$ cat config.mk
export PLATFORM = sky130hd
export DESIGN_NAME = forward_operand_mux_flat
export DESIGN_NICKNAME = d
export VERILOG_FILES = /design/src/rtl/forward_operand_mux_if.sv /design/src/rtl/forward_operand_mux.sv /design/src/flat_wrapper.sv
export SDC_FILE = /design/constraint.sdc
export NUM_CORES = 1
export LEC_CHECK = 0
export ABC_CLOCK_PERIOD_IN_PS = 4550
export BUFFER_PORTS_ARGS = -buffer_cell sky130_fd_sc_hd__buf_2
export CORE_MARGIN = 3
export CORE_UTILIZATION = 55
export DETAILED_ROUTE_END_ITERATION = 6
export HOLD_SLACK_MARGIN = 0.06
export PLACE_DENSITY = 0.75
export SLEW_MARGIN = 20
export SYNTH_ARGS = -nofsm -noshare
export SYNTH_HDL_FRONTEND = slang
export SYNTH_SLANG_ARGS = --single-unit
$ cat constraint.sdc
create_clock -name clk -period 4.55 [get_ports clk]
set_input_delay 0.455 -clock clk [delete_from_list [all_inputs] [get_ports clk]]
set_output_delay 0.455 -clock clk [all_outputs]
set_load 0.05 [all_outputs]
$ cat src/rtl/forward_operand_mux_if.sv
// rtl/forward_operand_mux_if.sv - forwarding consumer bus: history capture, memory return, selects and operands
interface forward_operand_mux_if #(
    parameter int DW = 8
);
    logic          adv;
    logic          flush;
    logic [DW-1:0] cap_alu;
    logic [DW-1:0] cap_in;
    logic [DW-1:0] cap_imm;
    logic          cap_is_load;
    logic [DW-1:0] mem_rdata;
    logic          mem_rvalid;
    logic [DW-1:0] rf_a;
    logic [DW-1:0] rf_b;
    logic [3:0]    forward_A;
    logic [3:0]    forward_B;
    logic [DW-1:0] op_a;
    logic [DW-1:0] op_b;
    logic          op_valid;
    logic          stall;
    logic          fwd_err;
    logic          mem_timeout;

    modport master (
        output adv, flush, cap_alu, cap_in, cap_imm, cap_is_load,
        output mem_rdata, mem_rvalid, rf_a, rf_b, forward_A, forward_B,
        input  op_a, op_b, op_valid, stall, fwd_err, mem_timeout
    );

    modport slave (
        input  adv, flush, cap_alu, cap_in, cap_imm, cap_is_load,
        input  mem_rdata, mem_rvalid, rf_a, rf_b, forward_A, forward_B,
        output op_a, op_b, op_valid, stall, fwd_err, mem_timeout
    );
endinterface

$ cat src/rtl/forward_operand_mux.sv
// rtl/forward_operand_mux.sv - two-deep write-back history, forward select decode and load-use stall
module forward_operand_mux #(
    parameter int DW        = 8,
    parameter int STALL_MAX = 4
) (
    input  logic                 clk,
    input  logic                 rst_n,
    forward_operand_mux_if.slave bus
);
    localparam int CW = $clog2(STALL_MAX + 1);

    // P1 = previous instruction, P2 = the one before it.
    logic          p1_valid, p1_pend;
    logic [DW-1:0] p1_alu, p1_mem, p1_in, p1_imm;
    logic          p2_valid;
    logic [DW-1:0] p2_alu, p2_mem, p2_in, p2_imm;

    logic [DW-1:0] op_a_q, op_b_q;
    logic          op_valid_q, fwd_err_q, mem_timeout_q;
    logic [CW-1:0] stall_cnt;

    logic          mem_fill;
    logic [DW-1:0] p1_mem_eff;
    logic          uses_p1_mem;
    logic          stall;
    logic          shift;

    logic [1:0][3:0]    code;
    logic [1:0][DW-1:0] rf;
    logic [1:0][DW-1:0] sel;
    logic [1:0]         illegal;

    // Late memory data is visible the same cycle it returns, so a waiting
    // consumer is released immediately instead of burning one more stall.
    assign mem_fill    = p1_pend & bus.mem_rvalid;
    assign p1_mem_eff  = mem_fill ? bus.mem_rdata : p1_mem;
    assign uses_p1_mem = (bus.forward_A == 4'b0000) | (bus.forward_B == 4'b0000);
    assign stall       = p1_valid & p1_pend & uses_p1_mem & ~bus.flush & ~bus.mem_rvalid;
    assign shift       = bus.adv & ~stall;

    assign code[0] = bus.forward_A;
    assign code[1] = bus.forward_B;
    assign rf[0]   = bus.rf_a;
    assign rf[1]   = bus.rf_b;

    // Per-port source decode; an invalid stage quietly falls back to the register file.
    always_comb begin
        for (int i = 0; i < 2; i++) begin
            sel[i]     = rf[i];
            illegal[i] = 1'b0;
            case (code[i])
                4'b0010: sel[i] = rf[i];
                4'b0000: if (p1_valid) sel[i] = p1_mem_eff;
                4'b0001: if (p1_valid) sel[i] = p1_alu;
                4'b0011: if (p1_valid) sel[i] = p1_in;
                4'b0100: if (p1_valid) sel[i] = p1_imm;
                4'b1000: if (p2_valid) sel[i] = p2_mem;
                4'b1001: if (p2_valid) sel[i] = p2_alu;
                4'b1011: if (p2_valid) sel[i] = p2_in;
                4'b1100: if (p2_valid) sel[i] = p2_imm;
                default: illegal[i] = 1'b1;
            endcase
        end
    end

    // History shift, flush and late memory fill; flush wins over everything.
    always_ff @(posedge clk or negedge rst_n) begin
        if (!rst_n) begin
            p1_valid <= 1'b0;
            p1_pend  <= 1'b0;
            p1_alu   <= '0;
            p1_mem   <= '0;
            p1_in    <= '0;
            p1_imm   <= '0;
            p2_valid <= 1'b0;
            p2_alu   <= '0;
            p2_mem   <= '0;
            p2_in    <= '0;
            p2_imm   <= '0;
        end else if (bus.flush) begin
            p1_valid <= 1'b0;
            p1_pend  <= 1'b0;
            p2_valid <= 1'b0;
        end else if (shift) begin
            // Data returning on the shift cycle travels with its instruction into P2.
            p2_valid <= p1_valid;
            p2_alu   <= p1_alu;
            p2_mem   <= p1_mem_eff;
            p2_in    <= p1_in;
            p2_imm   <= p1_imm;
            p1_valid <= 1'b1;
            p1_pend  <= bus.cap_is_load;
            p1_alu   <= bus.cap_alu;
            p1_mem   <= '0;
            p1_in    <= bus.cap_in;
            p1_imm   <= bus.cap_imm;
        end else if (mem_fill) begin
            p1_mem  <= bus.mem_rdata;
            p1_pend <= 1'b0;
        end
    end

    // Operand register: holds its value through a stall, valid drops on stall or flush.
    always_ff @(posedge clk or negedge rst_n) begin
        if (!rst_n) begin
            op_a_q     <= '0;
            op_b_q     <= '0;
            op_valid_q <= 1'b0;
            fwd_err_q  <= 1'b0;
        end else begin
            if (!stall) begin
                op_a_q <= sel[0];
                op_b_q <= sel[1];
            end
            op_valid_q <= ~stall & ~bus.flush;
            fwd_err_q  <= |illegal;
        end
    end

    // Saturating count of consecutive stall cycles; timeout is sticky until reset.
    always_ff @(posedge clk or negedge rst_n) begin
        if (!rst_n) begin
            stall_cnt     <= '0;
            mem_timeout_q <= 1'b0;
        end else begin
            if (!stall) begin
                stall_cnt <= '0;
            end else if (stall_cnt != CW'(STALL_MAX)) begin
                stall_cnt <= stall_cnt + 1'b1;
            end
            if (stall && (stall_cnt >= CW'(STALL_MAX - 1))) begin
                mem_timeout_q <= 1'b1;
            end
        end
    end

    assign bus.op_a        = op_a_q;
    assign bus.op_b        = op_b_q;
    assign bus.op_valid    = op_valid_q;
    assign bus.stall       = stall;
    assign bus.fwd_err     = fwd_err_q;
    assign bus.mem_timeout = mem_timeout_q;
endmodule

$ cat src/flat_wrapper.sv
// flat-port wrapper written by rule: the top's interface ports become plain ports
module forward_operand_mux_flat 
#(
    parameter int DW        = 8,
    parameter int STALL_MAX = 4
)
  (clk, rst_n, bus_adv, bus_flush, bus_cap_alu, bus_cap_in, bus_cap_imm, bus_cap_is_load, bus_mem_rdata, bus_mem_rvalid, bus_rf_a, bus_rf_b, bus_forward_A, bus_forward_B, bus_op_a, bus_op_b, bus_op_valid, bus_stall, bus_fwd_err, bus_mem_timeout);
  forward_operand_mux_if #(.DW(DW)) bus_i ();
  input  logic clk;
  input  logic rst_n;
  input wire logic [$bits(bus_i.adv)-1:0] bus_adv;
  input wire logic [$bits(bus_i.flush)-1:0] bus_flush;
  input wire logic [$bits(bus_i.cap_alu)-1:0] bus_cap_alu;
  input wire logic [$bits(bus_i.cap_in)-1:0] bus_cap_in;
  input wire logic [$bits(bus_i.cap_imm)-1:0] bus_cap_imm;
  input wire logic [$bits(bus_i.cap_is_load)-1:0] bus_cap_is_load;
  input wire logic [$bits(bus_i.mem_rdata)-1:0] bus_mem_rdata;
  input wire logic [$bits(bus_i.mem_rvalid)-1:0] bus_mem_rvalid;
  input wire logic [$bits(bus_i.rf_a)-1:0] bus_rf_a;
  input wire logic [$bits(bus_i.rf_b)-1:0] bus_rf_b;
  input wire logic [$bits(bus_i.forward_A)-1:0] bus_forward_A;
  input wire logic [$bits(bus_i.forward_B)-1:0] bus_forward_B;
  output wire logic [$bits(bus_i.op_a)-1:0] bus_op_a;
  output wire logic [$bits(bus_i.op_b)-1:0] bus_op_b;
  output wire logic [$bits(bus_i.op_valid)-1:0] bus_op_valid;
  output wire logic [$bits(bus_i.stall)-1:0] bus_stall;
  output wire logic [$bits(bus_i.fwd_err)-1:0] bus_fwd_err;
  output wire logic [$bits(bus_i.mem_timeout)-1:0] bus_mem_timeout;
  assign bus_i.adv = bus_adv;
  assign bus_i.flush = bus_flush;
  assign bus_i.cap_alu = bus_cap_alu;
  assign bus_i.cap_in = bus_cap_in;
  assign bus_i.cap_imm = bus_cap_imm;
  assign bus_i.cap_is_load = bus_cap_is_load;
  assign bus_i.mem_rdata = bus_mem_rdata;
  assign bus_i.mem_rvalid = bus_mem_rvalid;
  assign bus_i.rf_a = bus_rf_a;
  assign bus_i.rf_b = bus_rf_b;
  assign bus_i.forward_A = bus_forward_A;
  assign bus_i.forward_B = bus_forward_B;
  assign bus_op_a = bus_i.op_a;
  assign bus_op_b = bus_i.op_b;
  assign bus_op_valid = bus_i.op_valid;
  assign bus_stall = bus_i.stall;
  assign bus_fwd_err = bus_i.fwd_err;
  assign bus_mem_timeout = bus_i.mem_timeout;
  forward_operand_mux #(.DW(DW), .STALL_MAX(STALL_MAX)) u_core (.clk(clk), .rst_n(rst_n), .bus(bus_i));
endmodule
==> results list, run 1 <==
* Result of the run: finished clean
* Area post-placement: around 5700 µm²
- Series of cell instances along the critical path: buf_2 > or4_1 > a211o_1 > inv_2 > buf_2
- For the worst setup path, the data arrival time is about 2.1 ns.
- In this run the horizontal extent of the chip is ~100 µm.
- Mapped Avg Cell Area: 10.5 µm²
* Met3 wire len: between 1000 and 1500 µm
* Final period util: around 56%
* Worst-skew pair later-pin latency: 0.37 ns
* Pwr/cell area: around 360 nW/µm²
- H-tree depth: 3
* Effective utilization at floorplan: around 57%
- Entering global routing, the biggest net connects 59 pins.
- Counting every sink on the clock net gives 89.
* Number of inserted filler cells in the final layout: around 840
- In the layout the commonest cells are sky130_fd_sc_hd__dfrtp_1, sky130_fd_sc_hd__buf_2, sky130_fd_sc_hd__o22ai_1.
* Commonest non-fill, non-tap cell in the layout: sky130_fd_sc_hd__dfrtp_1
* CP startpoint kind: input port
- Worst slew slack as a fraction of its limit: between 30% and 40%
* Routed met2 length: slightly above 6000 µm
* Number of buffers inserted for hold repair after clock tree synthesis: 1
* Critical Path End Type: output port
* Post-Route M1 WL: approximately 6800 µm
* Post-CTS setup-driven buffer insertion count: 0
* Number of vias per cell: roughly 6.3
- At the pin with the least slew margin, the transition time is roughly 0.95 ns.
- Leading post-synthesis cells by cell area: sky130_fd_sc_hd__dfrtp_1, sky130_fd_sc_hd__mux2_4, sky130_fd_sc_hd__o22ai_1, sky130_fd_sc_hd__nor2b_1, sky130_fd_sc_hd__a31oi_1
* Class of the most critical hold timing path: input port to flop
- The area growth from synthesis to layout is 10.8%.
* CTS Buffer Depth: 2
- By instance count, the cell type seen most on the critical path is sky130_fd_sc_hd__buf_2.
- Main flop type after synthesis: sky130_fd_sc_hd__dfrtp_1
- Gates resized, CTS repair: 0
- After detailed routing, the average wire length per cell comes to 21.2 µm.
* Clock skew: ~0.014 ns
- Once detailed placement completed, the half-perimeter wirelength came to approximately 11000 µm.
- Antenna Violating Nets Remaining: 0
- Peak fanout along the critical path: 10
* DR top layer: met4
* Wire length of the first global-routing pass: 23600 µm
* Number of clock buffers inserted by TritonCTS: 9
* Number of hold violations in the final report: 0
- Post-layout instance area: between 5000 and 6000 µm²
- Yosys warns: 0
- For this run, the slowest stage of the critical path takes roughly 0.73 ns.
- Clock edge transition at the registers on the reported setup and hold paths: around 0.1 ns
- Final setup violation count: 0
- After routing, the total negative slack on setup checks comes to 0 ns.
- Based on the critical path, the design can be clocked at up to around 0.39 GHz.
- Initial DRT Pass Iterations: 5
- Flip-flop and latch count after synthesis: between 80 and 90
* Mapped Cells: 509
- Cell type with the largest total area after synthesis: sky130_fd_sc_hd__dfrtp_1
- Overflow left after global routing: 0
- At the end of routability-driven placement, the weighted congestion stood at between 0.9 and 1.
- Die Span Y: approximately 100 µm
* Number of nets produced by synthesis: roughly 570
* Via count of the first global-routing pass: roughly 4200
* Pleak: roughly 2.7 nW
- Setup repair after global routing left no endpoint under its margin.
* DR DRC count: 0
* Worst ir drop on vdd: 229 µV
- Total of max-cap violations: 0
- Share of flip-flops with an asynchronous set or reset after synthesis: 100%
- For the worst setup path, the data required time is 4.09 ns.
- The slowest stage of the critical path belongs to the cell sky130_fd_sc_hd__or4_1.
- The floorplan step defined a die boundary enclosing approximately 11000 µm².
- Num ports: between 80 and 90
* Max Slew Vio Count: 0
- The mapped netlist covers roughly 5300 µm².
* Standard cell core area: between 9000 and 10000 µm²
- Detailed-route via count: between 4000 and 5000
* Post-Route WL: 14700 µm
- The number of antenna violations at the first check in global routing is 0.
- The repair_antennas step left the layout with diodes totalling 0.
- Iteration-0 DRC Markers: around 400
* Overall global routing resource usage: between 20% and 30%
- Netlist cell types: 36
- Quantity of I/O buffers inserted on ports: 81
- Of the cells placed in the final design, the portion with a size suffix greater than 1 is between 30% and 40%.
- Placement row count: 35
* Proportion of netlist area held by the largest area contributor: 41.6%
* TritonCTS clock tree: built
- Min Clock Period, post-route: 2.54 ns
- Final net count: ~630
- Proportion of synthesized chip area in sequential cells: 41.6%
- Post-synth EDFFs: 0
- The tree is rooted in a sky130_fd_sc_hd__clkbuf_8.
- Critical path type: input port to output port
[routing by layer]
metal / track usage, % / vias up
met5: 0 / -
met4: 8.06 / 0
met3: 8.34 / 27
met2: 37.5 / 243
met1: 40.9 / 2114
li1: - / 2008
[path summary, 6_finish.rpt]
kind                       slack (ns)                                  to                               start  cells after the start
setup / recovery                 2.01                           bus_stall                    bus_forward_B[2]                      5
hold / removal                   0.32        u_core.p1_imm[1]$_DFFE_PN0P_                      bus_cap_imm[1]                      2
setup reg to reg                 2.18         u_core.p1_in[2]$_DFFE_PN0P_          u_core.p1_pend$_DFFE_PN0P_                      5
hold reg to reg                  0.48  u_core.bus.mem_timeout$_DFFE_PN0P_  u_core.bus.mem_timeout$_DFFE_PN0P_                      1
max in group asynchronous        2.88         u_core.p1_in[4]$_DFFE_PN0P_                               rst_n                      3
min in group asynchronous        0.55        u_core.p1_mem[1]$_DFFE_PN0N_                               rst_n                      2
[cell type report]
type	count	area, µm²	area share, %
multi-input combinational	371	2860	48.3
sequential	89	2230	37.6
timing repair buffer	87	455	7.69
tap	129	161	2.72
clock buffer	9	124	2.09
clock inverter	7	77.6	1.31
inverter	5	18.8	0.317
[synthesized netlist by cell type (5+ instances only)]
cell                       count
sky130_fd_sc_hd__a21bo_2       8
sky130_fd_sc_hd__nor2b_1      57
sky130_fd_sc_hd__o32ai_1      16
sky130_fd_sc_hd__buf_6        11
sky130_fd_sc_hd__or2_2        16
sky130_fd_sc_hd__a21oi_1       5
sky130_fd_sc_hd__nor2_1       23
sky130_fd_sc_hd__a31oi_1      32
sky130_fd_sc_hd__o22ai_1      65
sky130_fd_sc_hd__mux2_4       40
sky130_fd_sc_hd__nand2_1      26
sky130_fd_sc_hd__mux2_2       16
sky130_fd_sc_hd__dfrtp_1      89
sky130_fd_sc_hd__o211ai_1      8
sky130_fd_sc_hd__nand3_1      11
sky130_fd_sc_hd__mux2i_1      18
sky130_fd_sc_hd__or4b_2        6
sky130_fd_sc_hd__clkbuf_1     25
[kinds of logic (layout without fill, tap and decap cells)]
logic type / after synthesis / after routing / share of synthesized area [%]
and+or+nand+nor: 154 / 154 / 16.8
AOI/OAI and AO/OA: 139 / 139 / 17.7
DFF: 89 / 89 / 41.6
muxes: 74 / 74 / 18.0
buffers and inverters: 49 / 108 / 5.08
adders and majority gates: 3 / 3 / 0.702
xor gates and xnor gates: 1 / 1 / 0.164
[where the power goes]
| group | internal (mW) | total, mW | switching, mW |
|---|---|---|---|
| Combinational | 0.245 | 0.521 | 0.277 |
| Clock | 0.260 | 0.573 | 0.313 |
| Sequential | 0.921 | 1.01 | 0.0908 |
| Total | 1.43 | 2.11 | 0.681 |
[stage by stage]
step | hold WS (ns) | setup WS [ns] | util, % | std cells | total power, mW
floorplan | 0.159 | 2.27 | - | 509 | 1.38
global placement | 0.405 | 2.00 | 61.2 | 680 | 1.52
detailed placement | 0.410 | 1.95 | 61.2 | 680 | 1.54
CTS | 0.311 | 2.03 | 63.4 | 697 | 2.11
global route | 0.298 | 1.95 | 63.5 | 697 | 2.20
finish | 0.315 | 2.01 | 63.5 | 697 | 2.11
[sequential cells by signal (all words and copies together) (netlist names)]
register	cells
u_core.bus.fwd_err	1
u_core.bus.mem_timeout	1
u_core.bus.op_a	8
u_core.bus.op_b	8
u_core.bus.op_valid	1
u_core.p1_alu	8
u_core.p1_imm	8
u_core.p1_in	8
u_core.p1_mem	8
u_core.p1_pend	1
u_core.p1_valid	1
u_core.p2_alu	8
u_core.p2_imm	8
u_core.p2_in	8
u_core.p2_mem	8
u_core.p2_valid	1
u_core.stall_cnt	3
[worst max-delay path, delay by kind of cell]
family	cells	cell delay, ns
buffers and inverters	3	0.49
and+or+nand+nor	1	0.73
AOI/OAI and AO/OA	1	0.39
Note: power is estimated with default switching activity, not from simulation.
==> inputs of run 2 (changes only) <==
Settings changed: ABC_CLOCK_PERIOD_IN_PS 4550 to 2600.
Clock period 4.55 ns to 2.6 ns, I/O delays scaled along.
==> run 2 against run 1 <==
Non-clock buffer count rose by 8. First-iteration DRC count shrank 6.1%. Routed wire length rose by 4.8%. Clock power grew 68%. Combinational power grew 77%. Die area stayed put. Largest power group unchanged. Clock skew down 0.0015 ns.
==> results list, run 2 (same netlist as run 1, synthesis figures left out) <==
- Result of the run: finished clean
- Final routed wire length divided by cell count: approximately 22 µm
* Die Span Y: ~100 µm
- STA classifies the critical path endpoint as an output port.
* Worst path top cell family by delay: buffers and inverters
* Clock skew: about 0.013 ns
- 0 antenna diodes ended up in the layout.
* Post-Layout Cell Count: between 700 and 800
* Reg-to-reg startpoint: u_core.p1_valid$_DFFE_PN0P_
- Standard cell core area: between 9000 and 10000 µm²
* Detailed-route via count: about 4400
- The floorplan has 35 rows.
* Wire length of the first global-routing pass: 24400 µm
- F_max: 0.472 GHz
- Summed over all layers, the routed wires come to between 15000 and 20000 µm.
- In the layout the commonest cells are sky130_fd_sc_hd__dfrtp_1, sky130_fd_sc_hd__buf_2, sky130_fd_sc_hd__o22ai_1.
- Num ports: between 80 and 90
* Post-DP HPWL: ~12000 µm
- Hold Crit Endpoint: u_core.p1_alu[7]$_DFFE_PN0P_
- Final net count: ~640
- Post-CTS timing repair inserted 0 buffers for setup.
- Post-layout instance area: 5980 µm²
* H-tree depth: 3
* Min-Delay Startpoint: bus_cap_alu[7]
- The worst pin sits at a relative slew slack of between 50% and 60%.
- Pwr/cell area: 613 nW/µm²
* Data arrival time of the critical path: 1.86 ns
- Number of vias per cell: approximately 6.3
- Overall global routing resource usage: around 29%
- Worst reg2reg endpoint: u_core.bus.op_a[5]$_DFFE_PN0N_
- TritonCTS clock tree: built
- The number of hold violations in the final report is 0.
- Setup repair after global routing left no endpoint under its margin.
- Slew @ Worst Pin: between 0.6 and 0.7 ns
* Dpl cells: 688
- Fraction of the core area covered by cells at the end of the flow: approximately 64%
* Min Clock Period, post-route: 2.12 ns
* Class of the most critical hold timing path: input port to flop
- The worst setup path is launched from an input port.
- Worst ir drop on vdd: 370 µV
- Summed over all cells, the static leakage comes to roughly 2.8 nW.
- Buffers inserted during clock tree synthesis total 9.
- Of all nets on the critical path, the largest fanout is 10.
* Setup slack, reg-to-reg: around 0.65 ns
- Setup Total Neg Slack: 0 ns
- Crit-path slowest cell: sky130_fd_sc_hd__or4_1
- After global routing the overflow that remains totals 0.
* Total Die Area: about 11000 µm²
* Antenna Violating Nets Remaining: 0
- For this run, the slowest stage of the critical path takes approximately 0.55 ns.
- The congestion estimate from routability-driven global placement came to about 0.94.
* Pin count of the biggest net entering global routing: 59
* Worst slack on hold paths: 0.121 ns
* Crit path setup slack, layout: roughly 0.48 ns
- The number of global-route vias before repair came to about 4300.
- Gates resized, CTS repair: 0
* Quantity of I/O buffers inserted on ports: 81
- Walking the worst path, the cells encountered are buf_2 > or4_1 > a211o_1 > inv_2 > buf_2.
- Final setup violation count: 0
* X dimension of the die: about 100 µm
* Multi-input gate area: ~2900 µm²
* Antenna violations before repair: 0
- Number of buffers inserted for hold repair after clock tree synthesis: 1
- Critical path type: input port to output port
* Max Slew Vio Count: 0
* Iteration-0 DRC Markers: approximately 380
* Initial DRT Pass Iterations: 5
- Max-cap violations in this run came to 0.
* Worst setup startpoint: bus_forward_B[2]
- P&R area growth vs syn: 11.9%
- After detailed placement, the total cell area comes to 5780 µm².
- Library cell used as clock root buffer: sky130_fd_sc_hd__clkbuf_8
- Leaving out fill and tap cells, the most frequent cell in the layout is sky130_fd_sc_hd__dfrtp_1.
- For the worst flop-to-flop path, the logic depth is 5.
* Hold-critical path depth: 2
- Total number of clock tree sinks: 89
* CTS Buffer Depth: 2
- Effective utilization at floorplan: around 57%
- Data required, critical path: roughly 2.3 ns
* Final period util: between 80% and 90%
- Pre-CTS setup slack: between 0.4 and 0.5 ns
- The clock reaches the later pin of the worst-skew pair after about 0.36 ns.
* FF/Latch Area: 2230 µm²
- Crit path buf inv count: 3
- For this run, design rule violations remaining after detail routing come to 0.
- Number of inserted filler cells in the final layout: 772
- Summing internal, switching and leakage power gives roughly 3.7 mW.
- Most frequent CP cell: sky130_fd_sc_hd__buf_2
- Clock edge transition at the registers on the reported setup and hold paths: roughly 0.10 ns
* Fraction of final layout cells with drive strength greater than 1: about a third
## run 2: cell count changes in the layout (fill, tap and decap cells not counted)
cell,change
sky130_fd_sc_hd__buf_12,+1
sky130_fd_sc_hd__buf_4,+7
sky130_fd_sc_hd__bufinv_16,-1
sky130_fd_sc_hd__clkbuf_8,+1
sky130_fd_sc_hd__clkinv_2,-1
sky130_fd_sc_hd__clkinvlp_4,-1
sky130_fd_sc_hd__inv_6,+1
sky130_fd_sc_hd__inv_8,+1
sky130_fd_sc_hd__nor4bb_1,+1
sky130_fd_sc_hd__nor4bb_2,-1
## run 2: report_power, final
part | leakage [nW] | switching [mW] | internal (mW)
Clock | 0.100 | 0.565 | 0.397
Sequential | 1.09 | 0.167 | 1.61
Combinational | 1.56 | 0.490 | 0.434
Total | 2.75 | 1.22 | 2.44
## run 2: worst register-to-register path, cell delays in order (launching register included)
cell and delay, ns:
sky130_fd_sc_hd__dfrtp_1 0.37, sky130_fd_sc_hd__buf_4 0.46, sky130_fd_sc_hd__nor2b_1 0.30, sky130_fd_sc_hd__o22ai_1 0.15, sky130_fd_sc_hd__o32ai_1 0.40, sky130_fd_sc_hd__a31oi_1 0.15
## run 2: cell type report
cell class / instances / area share [%]
clock inverters: 6 / 0.920
inverters: 5 / 0.314
repair buffers: 95 / 8.83
clock buffers: 10 / 2.30
flip-flops and latches: 89 / 37.2
multi-input cells: 371 / 47.7
well taps: 129 / 2.70
## run 2: worst max-delay path by stage
stage | endpoint | depth (start not counted)
floorplan | u_core.p1_mem[0]$_DFFE_PN0N_ | 8
global placement | u_core.p2_mem[2]$_DFFE_PN0P_ | 7
detailed placement | u_core.p1_mem[2]$_DFFE_PN0N_ | 6
CTS | bus_stall | 5
global route | bus_stall | 5
finish | bus_stall | 5
## run 2: per-layer routing
metal,GRT usage (%),part of all wire (%)
met1,43.2,46
met2,41.6,44
met3,5.62,8.4
met4,8.25,2.3
met5,0,0
==> inputs of run 3 (changes only) <==
Settings changed: ABC_CLOCK_PERIOD_IN_PS 2600 to 2140.
Clock period 2.6 ns to 2.14 ns, I/O delays scaled along.
==> run 3 against run 2 <==
Non-clock buffer count grew 13. Highest routed layer unchanged. Combinational power increased by 25%. Largest power group unchanged. Die area stayed put. Register-to-register slack got worse by 0.41 ns. Sequential power grew 22%. Critical path depth is the same.
==> results list, run 3 (same netlist as run 1, synthesis figures left out) <==
* Final period util: 94.0%
- H-tree depth: 3
* Pleak: roughly 2.8 nW
- DR DRC count: 0
* Number of clock buffers inserted by TritonCTS: 9
* Largest incremental delay on the critical path: around 0.66 ns
* Clock edge transition at the registers on the reported setup and hold paths: 0.09 ns
* Library cell used as clock root buffer: sky130_fd_sc_hd__clkbuf_8
* Effective utilization at floorplan: between 50% and 60%
* Total number of clock tree sinks: 89
- Along the worst path, the maximum fanout reaches 5.
- Wires add up to roughly 15000 µm.
* Quantity of I/O buffers inserted on ports: 81
- The die covers roughly 11000 µm².
* Slew @ Worst Pin: ~0.56 ns
- Antenna Violating Nets Remaining: 0
- Worst ir drop on vdd: 410 µV
* Worst-skew pair later-pin latency: ~0.37 ns
* Data required, critical path: roughly 1.9 ns
* Setup Total Neg Slack: 0 ns
- The number of hold violations in the final report is 0.
- Headroom to the max-slew limit came out at 62.8%.
* Num ports: 82
* CP startpoint kind: input port
- Entering global routing, the biggest net connects 43 pins.
- CTS Buffer Depth: 2
- In this design, the critical path's most frequently occurring cell is sky130_fd_sc_hd__buf_2.
- F_max: a little under 0.5 GHz
- The library cell used most frequently in the layout, excluding fill and tap cells, is sky130_fd_sc_hd__dfrtp_1.
- Min-Delay Startpoint: bus_cap_alu[6]
- The number of hold buffers added after CTS was 1.
* TritonCTS clock tree: built
* Fraction of final layout cells with drive strength greater than 1: between 30% and 40%
* Max Slew Vio Count: 0
- At the end of routability-driven placement, the weighted congestion stood at around 0.93.
- Final setup violation count: 0
* Total of max-cap violations: 0
- Placement row count: 35
- Iteration-0 DRC Markers: 603
- Pwr/cell area: ~750 nW/µm²
- Tracing the worst setup path back leads to its startpoint at bus_forward_A[1].
* Min Clock Period, post-route: between 2 and 2.5 ns
- For the final database, setup skew stands at between 0.01 and 0.015 ns.
- Number of vias per cell: between 6 and 7
- The run finished with clean final reports.
- At the end of the flow, the number of nets in the layout was between 600 and 700.
* Post-DP HPWL: roughly 12000 µm
- In the final routed layout, each cell accounts on average for around 21 µm.
- The worst register-to-register path begins at u_core.p1_valid$_DFFE_PN0P_.
- Wire length of the first global-routing pass: 24300 µm
* Critical Path End Type: output port
- X dimension of the die: roughly 100 µm
- The number of antenna diodes in the final layout is 0.
- Crit-path slowest cell: sky130_fd_sc_hd__or4_1
- For this run, the share of the core covered by cells in the final layout is between 60% and 70%.
- From synthesis to final layout, the design area changed by 14.6%.
- Series of cell instances along the critical path: buf_2 > or4_1 > a211o_1 > inv_2 > buf_2
* Via count of the first global-routing pass: ~4300
- Global routing finished with a remaining overflow of 0.
- Gates resized, CTS repair: 0
* Detailed-route via count: about 4500
- Unrepaired setup endpoints after global routing: no
- The first detailed-routing pass ran for 6 iterations.
- Post-CTS setup-driven buffer insertion count: 0
* Critical path type: input port to output port
- Across every metal layer, demand over resource in global routing totals roughly 28%.
- Data arrival time of the critical path: 1.80 ns
* Class of the most critical hold timing path: input port to flop
- Top library cells by usage in the layout, fill and taps aside: sky130_fd_sc_hd__dfrtp_1, sky130_fd_sc_hd__buf_2, sky130_fd_sc_hd__o22ai_1
* Die Span Y: about 100 µm
* Antenna violations before repair: 0
- Standard cell core area: just over 9000 µm²
## run 3: cell count changes in the layout (fill, tap and decap cells not counted), sizes merged
cell      before  now
buf           94  107
inv           10    7
bufinv         0    2
clkinvlp       0    1
## run 3: where the power goes
part / internal [mW] / switching, mW / leakage, nW
sequential: 1.96 / 0.207 / 1.09
combinational: 0.546 / 0.600 / 1.64
clock: 0.665 / 0.646 / 0.107
total: 3.17 / 1.45 / 2.83
## run 3: worst max-delay path: cells and delay by family
kind / cells / cell delay (ns)
buffers and inverters: 3 / 0.50
AO/OA/AOI/OAI: 1 / 0.42
AND/OR/NAND/NOR: 1 / 0.66
## run 3: layout make-up
cell class                 count  area, µm²
multi-input combinational    371       2850
inverter                       5       18.8
sequential                    89       2230
tap                          129        161
clock inverter                 6       90.1
fill                         737       3200
timing repair buffer         108        651
clock buffer                  10        128
## run 3: final timing paths
path	cells past startpoint	to	slack [ns]
worst max-delay path	5	bus_stall	0.13
min in group asynchronous	2	u_core.p1_mem[1]$_DFFE_PN0N_	0.35
worst min-delay path	2	u_core.p1_alu[6]$_DFFE_PN0P_	0.07
worst max register to register	5	u_core.p1_alu[0]$_DFFE_PN0P_	0.24
max in group asynchronous	3	u_core.p2_alu[2]$_DFFE_PN0P_	1.18
worst min register to register	1	u_core.bus.mem_timeout$_DFFE_PN0P_	0.48
## run 3: stage by stage
step	power (mW)	cells	area (µm²)	hold WS, ns	worst slack (ns)
finish	4.62	718	6130	0.0733	0.127
global route	4.82	718	6130	0.0724	0.0972
CTS	4.63	718	6130	0.0619	0.133
detailed placement	3.33	701	5900	0.211	0.0675
global placement	3.28	701	5900	0.206	0.106
floorplan	2.94	509	5350	-0.0816	0.131
## run 3: per-layer routing
layer,track usage [%],routed length [µm],vias up
li1,-,-,2058
met1,41.9,6820,2190
met2,42.7,6910,250
met3,4.76,1380,18
met4,6.94,196,0
met5,0,0,-
